**src/rtl/axil_master.sv**
```systemverilog
// axil_master - single-outstanding AXI4-Lite initiator.
//
// Turns a command/response stream into one AXI-Lite read or write at a time.
// A command is accepted on cmd_valid & cmd_ready. The slave's response is
// returned on rsp_*, and rsp_* is held stable until rsp_ready.
//
// Ports
//   clk, rst            clock; synchronous active-low reset
//   cmd_*               command stream (valid/ready, write, addr, wdata, wstrb)
//   rsp_*               response stream (valid/ready, write, rdata, resp)
//   m_axil_aw*/w*/b*    AXI-Lite write address, write data and write response
//   m_axil_ar*/r*       AXI-Lite read address and read data
module axil_master #(
  parameter int         DATA_WIDTH = 32,
  parameter int         ADDR_WIDTH = 16,
  parameter int         STRB_WIDTH = DATA_WIDTH / 8,
  parameter logic [2:0] PROT       = 3'b000
) (
  input  logic                  clk,
  input  logic                  rst,
  input  logic                  cmd_valid,
  output logic                  cmd_ready,
  input  logic                  cmd_write,
  input  logic [ADDR_WIDTH-1:0] cmd_addr,
  input  logic [DATA_WIDTH-1:0] cmd_wdata,
  input  logic [STRB_WIDTH-1:0] cmd_wstrb,
  output logic                  rsp_valid,
  input  logic                  rsp_ready,
  output logic                  rsp_write,
  output logic [DATA_WIDTH-1:0] rsp_rdata,
  output logic [1:0]            rsp_resp,
  output logic [ADDR_WIDTH-1:0] m_axil_awaddr,
  output logic [2:0]            m_axil_awprot,
  output logic                  m_axil_awvalid,
  input  logic                  m_axil_awready,
  output logic [DATA_WIDTH-1:0] m_axil_wdata,
  output logic [STRB_WIDTH-1:0] m_axil_wstrb,
  output logic                  m_axil_wvalid,
  input  logic                  m_axil_wready,
  input  logic [1:0]            m_axil_bresp,
  input  logic                  m_axil_bvalid,
  output logic                  m_axil_bready,
  output logic [ADDR_WIDTH-1:0] m_axil_araddr,
  output logic [2:0]            m_axil_arprot,
  output logic                  m_axil_arvalid,
  input  logic                  m_axil_arready,
  input  logic [DATA_WIDTH-1:0] m_axil_rdata,
  input  logic [1:0]            m_axil_rresp,
  input  logic                  m_axil_rvalid,
  output logic                  m_axil_rready
);

  typedef enum logic [2:0] {IDLE, WRITE, WRESP, READ, RDATA, RSP} state_e;

  state_e                state_q, state_d;
  logic [ADDR_WIDTH-1:0] addr_q, addr_d;
  logic [DATA_WIDTH-1:0] wdata_q, wdata_d;
  logic [STRB_WIDTH-1:0] wstrb_q, wstrb_d;
  logic                  aw_done_q, aw_done_d;
  logic                  w_done_q, w_done_d;
  logic                  rsp_write_q, rsp_write_d;
  logic [DATA_WIDTH-1:0] rsp_rdata_q, rsp_rdata_d;
  logic [1:0]            rsp_resp_q, rsp_resp_d;

  // Every valid is decoded from registered state only, so no valid ever
  // depends combinationally on the matching ready.
  assign cmd_ready      = (state_q == IDLE) && rst;
  assign m_axil_awvalid = (state_q == WRITE) && !aw_done_q;
  assign m_axil_wvalid  = (state_q == WRITE) && !w_done_q;
  assign m_axil_bready  = (state_q == WRESP);
  assign m_axil_arvalid = (state_q == READ);
  assign m_axil_rready  = (state_q == RDATA);
  assign rsp_valid      = (state_q == RSP);

  assign m_axil_awaddr  = addr_q;
  assign m_axil_araddr  = addr_q;
  assign m_axil_awprot  = PROT;
  assign m_axil_arprot  = PROT;
  assign m_axil_wdata   = wdata_q;
  assign m_axil_wstrb   = wstrb_q;
  assign rsp_write      = rsp_write_q;
  assign rsp_rdata      = rsp_rdata_q;
  assign rsp_resp       = rsp_resp_q;

  // NOTE: state uses non-blocking assignments and a reset sampled on the
  // clock edge, so every register updates together and reset has no
  // asynchronous path.
  always_ff @(posedge clk) begin
    if (!rst) begin
      state_q     <= IDLE;
      addr_q      <= '0;
      wdata_q     <= '0;
      wstrb_q     <= '0;
      aw_done_q   <= 1'b0;
      w_done_q    <= 1'b0;
      rsp_write_q <= 1'b0;
      rsp_rdata_q <= '0;
      rsp_resp_q  <= '0;
    end else begin
      state_q     <= state_d;
      addr_q      <= addr_d;
      wdata_q     <= wdata_d;
      wstrb_q     <= wstrb_d;
      aw_done_q   <= aw_done_d;
      w_done_q    <= w_done_d;
      rsp_write_q <= rsp_write_d;
      rsp_rdata_q <= rsp_rdata_d;
      rsp_resp_q  <= rsp_resp_d;
    end
  end

  // NOTE: each signal gets a hold-value default before the case statement.
  // This way no path leaves a signal unassigned, and no latch is inferred.
  always_comb begin
    state_d     = state_q;
    addr_d      = addr_q;
    wdata_d     = wdata_q;
    wstrb_d     = wstrb_q;
    aw_done_d   = aw_done_q;
    w_done_d    = w_done_q;
    rsp_write_d = rsp_write_q;
    rsp_rdata_d = rsp_rdata_q;
    rsp_resp_d  = rsp_resp_q;

    case (state_q)
      IDLE: begin
        if (cmd_valid && cmd_ready) begin
          addr_d    = cmd_addr;
          wdata_d   = cmd_wdata;
          wstrb_d   = cmd_wstrb;
          aw_done_d = 1'b0;
          w_done_d  = 1'b0;
          state_d   = cmd_write ? WRITE : READ;
        end
      end
      WRITE: begin
        // AW and W complete independently. Move on once both have completed,
        // whether in the same cycle or in different cycles.
        aw_done_d = aw_done_q || (m_axil_awvalid && m_axil_awready);
        w_done_d  = w_done_q  || (m_axil_wvalid  && m_axil_wready);
        if (aw_done_d && w_done_d) state_d = WRESP;
      end
      WRESP: begin
        if (m_axil_bvalid) begin
          rsp_write_d = 1'b1;
          rsp_rdata_d = '0;
          rsp_resp_d  = m_axil_bresp;
          state_d     = RSP;
        end
      end
      READ: begin
        if (m_axil_arready) state_d = RDATA;
      end
      RDATA: begin
        if (m_axil_rvalid) begin
          rsp_write_d = 1'b0;
          rsp_rdata_d = m_axil_rdata;
          rsp_resp_d  = m_axil_rresp;
          state_d     = RSP;
        end
      end
      RSP: begin
        if (rsp_ready) state_d = IDLE;
      end
      default: state_d = IDLE;
    endcase
  end

endmodule

```
**config.mk**
```make
export PLATFORM = sky130hd
export DESIGN_NAME = axil_master
export DESIGN_NICKNAME = d
export VERILOG_FILES = /design/src/rtl/axil_master.sv
export SDC_FILE = /design/constraint.sdc
export NUM_CORES = 1
export LEC_CHECK = 0
export CELL_PAD_IN_SITES_DETAIL_PLACEMENT = 0
export CELL_PAD_IN_SITES_GLOBAL_PLACEMENT = 1
export CORE_ASPECT_RATIO = 2
export CORE_MARGIN = 4
export CORE_UTILIZATION = 24
export DETAILED_ROUTE_END_ITERATION = 8
export PLACE_DENSITY = 0.85
export SLEW_MARGIN = 20
export SYNTH_ARGS = -nofsm -noshare
export SYNTH_HDL_FRONTEND = slang
export SYNTH_SLANG_ARGS = --single-unit
```
**constraint.sdc**
```tcl
create_clock -name clk -period 1.45 [get_ports clk]
set_clock_uncertainty 0.1 [all_clocks]
set_input_delay 0.2175 -clock clk [delete_from_list [all_inputs] [get_ports clk]]
set_output_delay 0.2175 -clock clk [all_outputs]
set_load 0.005 [all_outputs]
```
== After elaboration in Yosys (flattened, before gate mapping) ==
Cells that the tools add are included.
Storage, ports and cells
  output and inout bits: 116
  bits in registers: 92
  word-level logic and storage cells: 58
Cells by class
  equality and inequality tests: 11
  reduce and logical (&&, ||, !) cells: 18
  multiplexer cells: 20
Operators by type and width (number)
  $mux 32: 2
  $pmux 32 s2: 1
  $mux 3: 6
  $pmux 3 s6: 1
  $ne 2x1->1 const B: 4
  $logic_and 1x1->1: 7
  $eq 3x2->1 const B: 2
  $eq 3x3->1 const B: 2
  $mux 2: 3
  $pmux 1 s2: 3
  $reduce_and 6->1: 1
  $ne 2x2->1 const B: 2
  $pmux 2 s2: 1
  $reduce_and 2->1: 2
  $reduce_bool 2->1: 2
  $eq 3x1->1 const B: 1
  $logic_not 3->1: 1
  $mux 1: 3
  $reduce_and 3->1: 1
  $logic_not 1->1: 2
  $logic_or 1x1->1: 2

== Longest topological paths before layout ==
  word-level depth: 7
  depth in mapped cells: 7
  gate-level depth less buffers: 4

== Worst setup path after synthesis ==
Ideal clock, no wire load.
  path type: register -> register
  start point: register state_q[0]
  end point: register rsp_rdata_q[10] (netlist: rsp_rdata[10])
  required time: 1.232 ns
  arrival: 1.295 ns
  slack: -0.063 ns
  stages on the path, launching flop included: 8
  buffers on the path: 3
  setup time: 0.118 ns
  cells stage by stage: dfxtp_1 -> buf_2 -> nor4bb_2 -> buf_6 -> a31oi_4 -> buf_6 -> a22oi_1 -> nor2b_1
Between the ends
  cells in the longest elaborated chain, start to end: 3
Ends and longest elaborated chain
  from (decl): line 55  | state_e state_q, state_d;
  from (signal assigned): line 100  | state_q <= state_d;
  $eq 3x3->1 / $eq 3x2->1 (equally long branches): line 125  | case (state_q)
  $ne 2x2->1 (no source line) / $reduce_bool 2->1 (equally long branches)
  $reduce_and 3->1 (no source line)
  to (signal assigned): line 107  | rsp_rdata_q <= rsp_rdata_d;
  to (decl): line 62  | logic [DATA_WIDTH-1:0] rsp_rdata_q, rsp_rdata_d;
Several ways; a longest one is shown, not always the timed one.
A chain may end at the register's enable or synchronous reset.

== Final worst setup path ==
  start point: register state_q[1]
  end point: register rsp_rdata_q[22] (netlist: rsp_rdata[22])
The elaborated chain is that of the path after synthesis.

==> metrics.md <==
| Metric | Value |
|---|---|
| Register bit total from synthesis | 92 |
| Diode count | 0 |
| Starting density of the core | 24.50% |
| Die Area | 17360 µm² |
| Period utilization | 115.0% |
| Cell Rows | 63 |
| Status | finished, violations left |
| Setup Crit Path Kind | flop to flop |
| Arr. time, crit path | 1.79 ns |
| Met1 Use GR | 13.66% |
| GRT busiest layer | met2 |
| GRT overflow | 0 |
| Synth Area in Simple Gates | 28.80% |
| Post-synth EDFFs | 0 |
| VDD IR-drop max | 0.6366 mV |
| Violated checks | negative setup slack |
| Die height | 182.4 µm |
| DR vias/cell | 4.439 |
| Net count, final | 739 |
| CP Capture Type | flop |
| Number of buffers added on ports | 207 |
| Layout cells sized above 1 | 25.70% |
| Area fraction in compound gates after synthesis | 9.976% |
| CTS tree | built |
| Global-route wire length before repair | 20640 µm |
| Met2 GRT Util | 30.53% |
| Largest family of logic cells by synthesized area | simple AND/OR/NAND/NOR gates |
| Post-place setup slack | -0.6322 ns |
| DP HPWL | 8993 µm |
| Synth Cell Area | 3650 µm² |
| Post-Synth Adder-Cell Area | 0% |
| Worst-case clock buffer depth | 2 |
| Crit path launch type | flop |
| Num CTS Buffers | 9 |
| Commonest cells post-synth | nand2_1, dfxtp_1, nand3_1 |
| HP Class | input port to flop |
| Instance count of the mapped netlist | 419 |
| Most used flip-flop cell after synthesis | dfxtp_1 |
| Final Hold Viols | 0 |
| Hold slack | 0.3077 ns |
| Fmax | 599.6 MHz |
| DR vias | 3733 |
| Initial antenna violation count | 0 |
| Final setup violating endpoints | 99 |
| Final RePlAce weighted congestion | 0.7659 |
| Worst Hold Launch | cmd_wdata[0] |
| WL/cell | 16.16 µm |
| Worst skew pair latency | 0.34 ns |
| Max-cap viol count | 0 |
| FILL cells | 1421 |
| Mux contribution to synthesized area | 0.8228% |
| Worst-path fanout max | 8 |
| Crit path from | state_q[1] |
| Largest net degree at the start of global routing | 92 |
| Top-count cell post-synth | nand2_1 |
| Clock Pin Slew Worst Setup and Hold Paths | 0.07 ns |
| Async SR Flop Fraction | 0% |
| Routing usage on met3 | 4.703% |
| Worst r2r src | state_q[1] |
| DIE WIDTH | 95.20 µm |
| Root Driver | clkbuf_16 |
| Detail Route Antenna Nets | 0 |
| Main area contributors after synthesis | dfxtp_1, nand2_1, nand3_1, a22oi_1, nor2b_1 |
| Number of global-route vias before repair | 4032 |
| Synth Area in XOR/XNOR | 0% |
| Register area share after synthesis | 50.46% |
| Avg Inst Size Synth | 8.711 µm² |
| WL final | 13590 µm |
| GRT Total Usage | 15.34% |
| Core region area | 14900 µm² |
| Area of the multi-input gates | 1788 µm² |
| RSZ-0062 raised after global routing | true |
| Synth unique cells | 34 |
| Post-synth top area cell | dfxtp_1 |
| Htree depth | 3 |
| Pleak | 3.159 nW |
| DR pass1 iterations | 4 |
| Reg area | 1884 µm² |
| Layout area overhead | 85.26% |
| Final Worst Setup Slack | -0.2177 ns |
| Clock sinks | 92 |
| Final Core Density | 45.39% |
| DR iter-0 viols | 58 |
| Minimum clock period | 1.668 ns |
| IO Pins | 214 |
| Synth top area share | 50.46% |
| CP required | 1.57 ns |
| PwrDens | 1074 nW/µm² |
| Final Max Tran Viols | 0 |
| Drt drc | 0 |
| Yosys warning count | 0 |
[placed cells by master (no fill, tap or decap), types with 4 or more instances in the layout]
cell               n
buf_4             26
dfxtp_1           64
a21oi_1            4
dfxtp_2           25
buf_12             6
clkdlybuf4s50_1   96
buf_6             16
clkbuf_16          9
nor2b_1           33
nor2_1             7
nand2_1           92
a22oi_2           29
dlygate4sd2_1    103
nand2_2           12
nand3_1           52
buf_2              7
conb_1             6
[sequential cells by signal (all words and copies together), names as in the netlist]
signal	flops
rsp_write	1
aw_done_q	1
m_axil_wstrb	4
m_axil_araddr	16
state_q	3
w_done_q	1
m_axil_wdata	32
rsp_rdata	32
rsp_resp	2
[stage by stage]
step                cells  power (mW)  area, µm²  setup TNS [ns]
floorplan             424       3.567       3685               0
finish                841       7.264       6761          -16.36
global route          841       7.630       6761          -25.14
detailed placement    792       4.502       5846          -25.25
global placement      792       4.470       5846          -23.48
CTS                   837       7.314       6665          -17.44
[worst paths after layout]
path                            to  slack, ns  depth (start not counted)
setup / recovery     rsp_rdata[22]      -0.22                          7
hold / removal     m_axil_wdata[0]       0.31                          3
setup reg to reg     rsp_rdata[22]      -0.22                          7
hold reg to reg   m_axil_wdata[15]       0.35                          2
[critical path: stages, from the launching register on]
cell      delay, ns
dfxtp_4        0.36
buf_6          0.12
nor4bb_4       0.30
buf_6          0.21
buf_6          0.12
a31oi_4        0.07
a22oi_2        0.21
nor2b_1        0.06
[power by group]
group	leakage (nW)	switching (mW)	internal, mW
sequential	0.763	0.137	2.75
combinational	2.24	0.775	1.01
clock	0.160	1.02	1.57
total	3.16	1.93	5.34
[area by class of cell]
class	instances	area share, %
timing repair buffer	259	37.07
sequential	92	27.87
multi-input combinational	278	26.44
tap	195	3.608
clock buffer	10	3.534
clock inverter	6	1.388
inverter	1	0.09252
[per-layer routing]
metal / wire (µm) / vias up
li1: - / 1825
met1: 4277 / 1734
met2: 7942 / 156
met3: 1077 / 18
met4: 293 / 0
met5: 0 / -
[what timing repair did]
action / 4_1_cts / 5_1_grt
gates resized for setup: 236 / 19
gates cloned: 6 / 0
hold buffers: 0 / 0
pin swaps: 27 / 11
setup buffers: 23 / 6
endpoints found under the setup margin: 200 / 99
[logic make-up (layout without fill, tap and decap cells)]
kind of cell,Yosys count,count (layout)
buf+inv,56,276
simple gates,218,218
other cells,1,6
flops,92,92
mux,3,3
compound gates,49,51
No activity file was read; power rests on OpenSTA's default activity.
